## src/rtl/matmul_nxn_kstream.sv

```systemverilog
// ---------------------------------------------------------------------------
// matmul_nxn_kstream
//
// NxN integer matrix-multiply engine, C = A*B, with A NxK and B KxN. The
// inner dimension K is chosen per job (up to K_MAX). It is streamed as one
// outer-product beat per cycle: column k of A and row k of B arrive together.
// Every C[i][j] does a single-cycle multiply-add on each accepted beat.
//
// Ports
//   clk, rst      rising-edge clock, asynchronous active-high reset
//   start         begin a job (sampled only in IDLE)
//   k_len         beats in the job, clamped to K_MAX (sampled with start)
//   acc_mode      1: accumulate onto existing C, 0: clear C first
//   signed_mode   1: two's-complement operands, 0: unsigned
//   in_valid      beat valid; accepted when in_valid & in_ready
//   in_ready      high in LOAD only
//   a_col, b_row  column k of A / row k of B, element i at [i*DATA_W +: DATA_W]
//   c_out         accumulators, C[i][j] at [(i*N+j)*ACC_W +: ACC_W]
//   busy          high in LOAD and DONE
//   done          one-cycle pulse, c_out is final
//   ovf           sticky overflow for the current job
// ---------------------------------------------------------------------------
module matmul_nxn_kstream #(
  parameter int DATA_W = 8,
  parameter int ACC_W  = 32,
  parameter int N      = 2,
  parameter int K_MAX  = 16,
  localparam int KW    = $clog2(K_MAX + 1)
) (
  input  logic                    clk,
  input  logic                    rst,
  input  logic                    start,
  input  logic [KW-1:0]           k_len,
  input  logic                    acc_mode,
  input  logic                    signed_mode,
  input  logic                    in_valid,
  output logic                    in_ready,
  input  logic [N*DATA_W-1:0]     a_col,
  input  logic [N*DATA_W-1:0]     b_row,
  output logic [N*N*ACC_W-1:0]    c_out,
  output logic                    busy,
  output logic                    done,
  output logic                    ovf
);

  localparam logic [1:0] IDLE = 2'd0;
  localparam logic [1:0] LOAD = 2'd1;
  localparam logic [1:0] DONE = 2'd2;

  localparam logic [KW-1:0] K_MAX_W = KW'(K_MAX);

  logic [1:0]              state;
  logic [KW-1:0]           k_reg;
  logic [KW-1:0]           cnt;
  logic                    sgn;
  logic [ACC_W-1:0]        acc      [N*N];

  logic [KW-1:0]           k_clamp;
  logic [2*DATA_W-1:0]     a_ext    [N];
  logic [2*DATA_W-1:0]     b_ext    [N];
  logic [2*DATA_W-1:0]     prod     [N*N];
  logic [ACC_W-1:0]        prod_ext [N*N];
  logic [ACC_W:0]          sum      [N*N];
  logic [N*N-1:0]          add_ovf;
  logic                    any_ovf;

  assign k_clamp  = (k_len > K_MAX_W) ? K_MAX_W : k_len;
  assign in_ready = (state == LOAD);
  assign busy     = (state == LOAD) || (state == DONE);
  assign done     = (state == DONE);

  // Operand extension and MAC datapath. The low 2*DATA_W bits of the product
  // of the extended operands are exact in both modes, so one multiplier
  // serves signed and unsigned jobs.
  // NOTE: every variable written here gets a value on every path; a missed
  // branch in always_comb would otherwise infer a latch.
  always_comb begin
    add_ovf = '0;
    c_out   = '0;
    for (int i = 0; i < N; i++) begin
      if (sgn) begin
        a_ext[i] = {{DATA_W{a_col[i*DATA_W+DATA_W-1]}}, a_col[i*DATA_W +: DATA_W]};
        b_ext[i] = {{DATA_W{b_row[i*DATA_W+DATA_W-1]}}, b_row[i*DATA_W +: DATA_W]};
      end else begin
        a_ext[i] = {{DATA_W{1'b0}}, a_col[i*DATA_W +: DATA_W]};
        b_ext[i] = {{DATA_W{1'b0}}, b_row[i*DATA_W +: DATA_W]};
      end
    end
    for (int i = 0; i < N; i++) begin
      for (int j = 0; j < N; j++) begin
        prod[i*N+j] = a_ext[i] * b_ext[j];
        if (sgn) prod_ext[i*N+j] = ACC_W'($signed(prod[i*N+j]));
        else     prod_ext[i*N+j] = ACC_W'(prod[i*N+j]);
        sum[i*N+j] = {1'b0, acc[i*N+j]} + {1'b0, prod_ext[i*N+j]};
        // Signed: operands agree in sign but the result does not.
        // Unsigned: carry out of the top bit.
        if (sgn)
          add_ovf[i*N+j] = (acc[i*N+j][ACC_W-1] == prod_ext[i*N+j][ACC_W-1]) &&
                           (sum[i*N+j][ACC_W-1] != acc[i*N+j][ACC_W-1]);
        else
          add_ovf[i*N+j] = sum[i*N+j][ACC_W];
        c_out[(i*N+j)*ACC_W +: ACC_W] = acc[i*N+j];
      end
    end
  end

  assign any_ovf = |add_ovf;

  // NOTE: state uses non-blocking assignments so every register samples
  // pre-edge values and the block order cannot create races.
  // NOTE: the accumulators are reset too, not just the control, because
  // c_out must read 0 after reset and must not leak an abandoned job.
  always_ff @(posedge clk or posedge rst) begin
    if (rst) begin
      state <= IDLE;
      k_reg <= '0;
      cnt   <= '0;
      sgn   <= 1'b0;
      ovf   <= 1'b0;
      for (int e = 0; e < N*N; e++) acc[e] <= '0;
    end else begin
      case (state)
        IDLE: begin
          if (start) begin
            k_reg <= k_clamp;
            sgn   <= signed_mode;
            cnt   <= '0;
            ovf   <= 1'b0;
            if (!acc_mode) begin
              for (int e = 0; e < N*N; e++) acc[e] <= '0;
            end
            state <= (k_clamp == '0) ? DONE : LOAD;
          end
        end
        LOAD: begin
          if (in_valid) begin
            for (int e = 0; e < N*N; e++) acc[e] <= sum[e][ACC_W-1:0];
            ovf <= ovf | any_ovf;
            cnt <= cnt + 1'b1;
            if (cnt + 1'b1 == k_reg) state <= DONE;
          end
        end
        DONE:    state <= IDLE;
        default: state <= IDLE;
      endcase
    end
  end

endmodule

```

## config.mk

```make
export PLATFORM = sky130hd
export DESIGN_NAME = matmul_nxn_kstream
export DESIGN_NICKNAME = d
export VERILOG_FILES = /design/src/rtl/matmul_nxn_kstream.sv
export SDC_FILE = /design/constraint.sdc
export NUM_CORES = 2
export LEC_CHECK = 0
export CAP_MARGIN = 20
export CORE_ASPECT_RATIO = 1.5
export CORE_MARGIN = 5
export CORE_UTILIZATION = 55
export CTS_CLUSTER_SIZE = 30
export DETAILED_ROUTE_END_ITERATION = 7
export PLACE_DENSITY = 0.71
export SLEW_MARGIN = 10
export SYNTH_ARGS = -nofsm -noshare
export SYNTH_HDL_FRONTEND = slang
export SYNTH_SLANG_ARGS = --single-unit
```

## constraint.sdc

```tcl
create_clock -name clk -period 9.3 [get_ports clk]
set_input_delay 1.86 -clock clk [delete_from_list [all_inputs] [get_ports clk]]
set_output_delay 1.86 -clock clk [all_outputs]
set_load 0.02 [all_outputs]
```

# == After elaboration in Yosys (flattened, before gate mapping) ==
# Cells that the tools add are included.
# classes
n_addsub,5
mul,4
n_div,0
magnitude_cmp,1
n_eq_ne,15
shifts,0
mux,28
bitwise_logic,1
reduce_logical,13
# op_table
cell,n
two-way mux 128 bit,3
one-hot mux 128 bit (2 select lines),1
adder 32 x 32 -> 33 bit,4
two-way mux 32 bit,4
multiplier 16 x 16 -> 16 bit,4
two-way mux 16 bit,4
two-way mux 5 bit,3
one-hot mux 5 bit (2 select lines),1
two-way mux 2 bit,4
two-way mux 1 bit,6
"!= test 2 bit, second input constant",3
AND reduction 3 bit,2
"adder 5 x 1 -> 5 bit, second input constant",1
== test 5 bit,1
"greater-than comparator 5 bit, second input constant",1
zero test 5 bit,1
== test 1 bit,4
logical AND 1 bit,4
!= test 1 bit,4
one-hot mux 2 bit (2 select lines),1
AND reduction 4 bit,1
OR reduction 4 bit,1
"== test 2 x 1 -> 1 bit, second input constant",1
"== test 2 bit, second input constant",1
7 further kinds,7
# totals
reg_bits,142
latchBits,0
ram_bits,0
rom_bits,0
elab_cells,76
mem_count,0

# == Longest topological paths before layout ==
# logic_depth
ltp_word,11
ltp_mapped,36
ltp_nobuf,33

# == Worst setup path before layout ==
# Ideal clock, no wire load.
# synth_path
path_type,in2reg
startpoint,in a_col[15]
endpoint,reg ovf
setup_ps,122
arrival_ps,9448
required_time_ps,9178
slack_ps,-269
cell_stages,32
n_path_buf,1
path_cell_list,and2_1 -> clkbuf_1 -> nand2_1 -> inv_1 -> fa_1 -> inv_1 -> fa_1 -> inv_1 -> fa_1 -> fa_1 -> fa_1 -> inv_1 -> fa_1 -> inv_1 -> ha_1 -> nand3_1 -> nand2_1 -> a41o_1 -> o41ai_1 -> xnor2_1 -> and2_1 -> ha_1 -> a21o_1 -> a21oi_2 -> o21ai_1 -> a22oi_1 -> a21bo_2 -> a221o_2 -> a2111oi_4 -> xor2_1 -> o221ai_1 -> a32o_1
# synth_via
elab_chain_len,11
elab_cells_between_ends,19
cone_classes,add/sub (2); mul (2); eq/ne (4); mux (7); bitwise (1); reduce/logical (3)
# synth_lines
item,line_no,source
start: declaration,38,"input logic [N*DATA_W-1:0] a_col,"
two-way mux 16 bit (*),81,if (sgn) begin
multiplier 16 x 16 -> 16 bit,91,prod[i*N+j] = a_ext[i] * b_ext[j];
two-way mux 32 bit,92,if (sgn) prod_ext[i*N+j] = ACC_W'($signed(prod[i*N+j]));
adder 32 x 32 -> 33 bit,94,"sum[i*N+j] = {1'b0, acc[i*N+j]} + {1'b0, prod_ext[i*N+j]};"
!= test 1 bit,99,(sum[i*N+j][ACC_W-1] != acc[i*N+j][ACC_W-1]);
logical AND 1 bit,98,add_ovf[i*N+j] = (acc[i*N+j][ACC_W-1] == prod_ext[i*N+j][ACC_W-1]) &&
two-way mux 1 bit,97,if (sgn)
OR reduction 4 bit (*),107,assign any_ovf = |add_ovf;
bitwise OR 1 bit (*),138,ovf <= ovf | any_ovf;
two-way mux 1 bit (*),136,if (in_valid) begin
one-hot mux 1 bit (2 select lines) (*),122,case (state)
end signal: assignment,138,
end: declaration,43,output logic ovf
# Mark *: on every way between the ends. The rest lies on a longest branch, timed or not. The select of a mux whose other input is x is not followed.
# A chain may end at the register's enable or synchronous reset.

# == Worst setup path after layout ==
# layout_path
startpoint,in a_col[13]
endpoint,reg acc (netlist bit c_out[125])
# layout_via
elab_chain_len,6
# layout_lines
item,line_no,source
two-way mux 16 bit,81,
multiplier 16 x 16 -> 16 bit,91,
two-way mux 32 bit,92,
adder 32 x 32 -> 33 bit,94,
two-way mux 128 bit,136,
one-hot mux 128 bit (2 select lines),122,
end: declaration,56,logic [ACC_W-1:0] acc [N*N];
# Every way passes these cells. The select of a mux whose other input is x is not followed.

==> impl_metrics.sql <==
INSERT INTO impl_metrics (metric_group, metric, value, unit) VALUES
('synth', 'postSynthCellCount', '3018', ''),
('min_path', 'hold_path.startpoint', 'c_out[22]$_DFFE_PP0P_', ''),
('worst_setup_path', 'worstPathMaxFanout', '6', ''),
('synth', 'netlist_top_cells_count', 'sky130_fd_sc_hd__inv_1, sky130_fd_sc_hd__ha_1, sky130_fd_sc_hd__fa_1', ''),
('sta', 'setup_viol', '0', ''),
('sta', 'max-slew-margin-rel', '25.49', '%'),
('sta', 'fin_crit', '9.132', 'ns'),
('clock_tree', 'clock_tree.buffer_depth', '2', ''),
('die', 'die_w', '186.8', 'um'),
('synth', 'share_of_the_yosys_chip_area_belonging_to_registers', '13.78', '%'),
('die', 'coreArea', '46600', 'um^2'),
('worst_setup_path', 'cp_slowest_cell', 'sky130_fd_sc_hd__fa_1', ''),
('finish', 'layout.nets', '4268', ''),
('drt', 'antenna_left', '0', ''),
('synth', 'synthesis.area', '25790', 'um^2'),
('grt', 'antenna_violations_before_repair', '0', ''),
('synth', 'synth_edf_count', '0', ''),
('drt', 'finalWirelength', '74570', 'um'),
('drt', 'drc_errors', '0', ''),
('worst_setup_path', 'timing.rr.start', 'sgn$_DFFE_PP0P_', ''),
('die', 'start_util', '55.34', '%'),
('worst_setup_path', 'worstSetupPathType', 'input port to flop', ''),
('clock_tree', 'post_cts_hold_buffer_count', '0', ''),
('synth', 'synth_cell_type_count', '74', ''),
('grt', 'first_pass_grt_wire_length', '122500', 'um'),
('sta', 'maxSlewViolCount', '0', ''),
('placed_design', 'io_buffer_count', '174', ''),
('finish', 'antenna_diodes', '0', ''),
('synth', 'ys_warn_count', '0', ''),
('sta', 'hold_viol_final', '0', ''),
('grt', 'overflow', '0', ''),
('run', 'drv_cap', '0', ''),
('worst_setup_path', 'critical_path_arrival', '9.41', 'ns'),
('die', 'num_rows', '97', ''),
('synth', 'ys.flop_type', 'sky130_fd_sc_hd__dfrtp_1', ''),
('finish', 'post-route-cell-area', '33020', 'um^2'),
('clock_tree', 'clock_latency', '0.44', 'ns'),
('run_status', 'status', 'completed', ''),
('drt', 'detailedRoute.firstIterationViolations', '907', ''),
('min_path', 'timing.hold.worst_endpoint', 'c_out[22]$_DFFE_PP0P_', ''),
('drt', 'routed_wire_length_per_instance', '17.75', 'um'),
('drt', 'detail_route.vias_per_cell', '5.540', ''),
('grt', 'gr-usage-all-layers', '29.01', '%'),
('clock_tree', 'clock_net_sink_count', '142', ''),
('die', 'pin_count', '175', ''),
('synth', 'synth_top_cell_by_area', 'sky130_fd_sc_hd__fa_1', ''),
('finish', 'number_of_flip_flops_under_the_largest_register_name', '128', ''),
('worst_setup_path', 'end_kind', 'flop', ''),
('worst_setup_path', 'critical_path.reg2reg.endpoint', 'c_out[125]$_DFFE_PP0P_', ''),
('sta', 'worstMarginPinSlew', '1.118', 'ns'),
('sta', 'worst_clock_skew', '0.01510', 'ns'),
('worst_setup_path', 'worst_path_most_repeated_cell', 'sky130_fd_sc_hd__fa_1', ''),
('placed_design', 'hpwl_after_dpl', '59760', 'um'),
('finish', 'relative_area_change_from_synthesis_to_final_layout', '28.02', '%'),
('grt', 'first_global_vias', '25262', ''),
('synth', 'yosys.area.top_type_share', '21.42', '%'),
('sta', 'share_of_the_cycle_needed_by_the_critical_path_after_routing', '98.20', '%'),
('worst_setup_path', 'path_depth', '35', ''),
('synth', 'avgSynthCellArea', '8.545', 'um^2'),
('sta', 'fmax', '0.1095', 'GHz'),
('clock_tree', 'cts_tree', 'yes', ''),
('die', 'chipHeight', '275.2', 'um'),
('synth', 'register_bit_total_from_synthesis', '142', ''),
('worst_setup_path', 'setup.reg_to_reg.worst_slack', '0.78', 'ns'),
('worst_setup_path', 'worst_path_dominant_cell_family', 'adder cells', ''),
('clock_tree', 'clk_transition_reported_paths', '0.06', 'ns'),
('drt', 'firstDrtPassIters', '5', ''),
('clock_tree', 'clock_tree.htree_level_count', '4', ''),
('synth', 'mappedNetlistNets', '3689', ''),
('min_path', 'hold_class', 'flop to flop', ''),
('worst_setup_path', 'critical_path_buf_inv_count', '10', '');
## stage by stage
stage	instances	utilization, %	setup slack [ns]	setup TNS [ns]
finish	4202	70.84	0.1676	0
global route	4202	70.84	-0.04737	-0.06920
CTS	4187	69.34	0.00005684	0
detailed placement	4144	67.31	-0.8989	-18.60
global placement	4144	67.31	-0.7490	-14.12
floorplan	3018	-	-0.06564	-0.06564
## cells in the final DEF, fill, tap and decap left out, types with 27 or more instances in the layout
| cell | count |
|---|---|
| sky130_fd_sc_hd__xnor2_1 | 153 |
| sky130_fd_sc_hd__buf_4 | 455 |
| sky130_fd_sc_hd__nor2_1 | 113 |
| sky130_fd_sc_hd__ha_1 | 331 |
| sky130_fd_sc_hd__a21o_1 | 49 |
| sky130_fd_sc_hd__fa_1 | 272 |
| sky130_fd_sc_hd__a21oi_1 | 116 |
| sky130_fd_sc_hd__nor3_1 | 27 |
| sky130_fd_sc_hd__dfrtp_1 | 142 |
| sky130_fd_sc_hd__nand3_1 | 28 |
| sky130_fd_sc_hd__clkdlybuf4s50_1 | 150 |
| sky130_fd_sc_hd__xor2_1 | 76 |
| sky130_fd_sc_hd__nor2b_1 | 28 |
| sky130_fd_sc_hd__and2_1 | 211 |
| sky130_fd_sc_hd__o21ai_0 | 188 |
| sky130_fd_sc_hd__nand2b_1 | 34 |
| sky130_fd_sc_hd__inv_1 | 492 |
| sky130_fd_sc_hd__nand2_1 | 258 |
## worst register-to-register path, delay by kind of cell, from the launching register on
family                     cells  cell delay, ns
DFF                            1            0.82
xor gates and xnor gates       8            1.50
buffers and inverters          3            0.61
and+or+nand+nor                2            0.56
AOI/OAI and AO/OA              9            1.83
adders and majority gates      7            3.03
## cell families after synthesis
logic type,count (synthesis),synth area share (%)
flip-flops,142,13.78
multiplexers,10,0.3978
AO/OA/AOI/OAI,581,14.19
adder cells (fa/ha/maj),628,38.50
XOR/XNOR,243,8.413
buffers and inverters,606,8.849
AND/OR/NAND/NOR,808,15.87
## layer usage
metal	global-route usage [%]	vias to the layer above	share of wire [%]
met4	15.05	0	5.7
met2	53.30	595	51
li1	-	11012	-
met5	0	-	0
met3	4.972	214	5.0
met1	32.27	11458	38
## what timing repair did
action	in CTS	in global routing
gates resized for setup	87	125
pin swaps	52	76
setup endpoints to repair	21	29
buffers inserted	13	14
gates cloned	0	1
## worst max path at each step
stage / end / startpoint
CTS: ovf$_DFFE_PP0P_ / b_row[7]
finish: c_out[125]$_DFFE_PP0P_ / a_col[13]
global placement: ovf$_DFFE_PP0P_ / b_row[12]
floorplan: ovf$_DFFE_PP0P_ / a_col[7]
detailed placement: ovf$_DFFE_PP0P_ / b_row[12]
global route: c_out[26]$_DFFE_PP0P_ / a_col[7]
## cell type report
class	instances	area share, %
Tap cell	594	2.251
Clock buffer	18	1.300
Timing Repair Buffer	661	16.80
Clock inverter	12	0.4472
Inverter	505	5.764
Sequential cell	142	10.76
Multi-Input combinational cell	2270	62.67
Power is left out: the tool's default activity adds up to more than one toggle a clock period on the data nets, which glitch-free logic cannot reach.
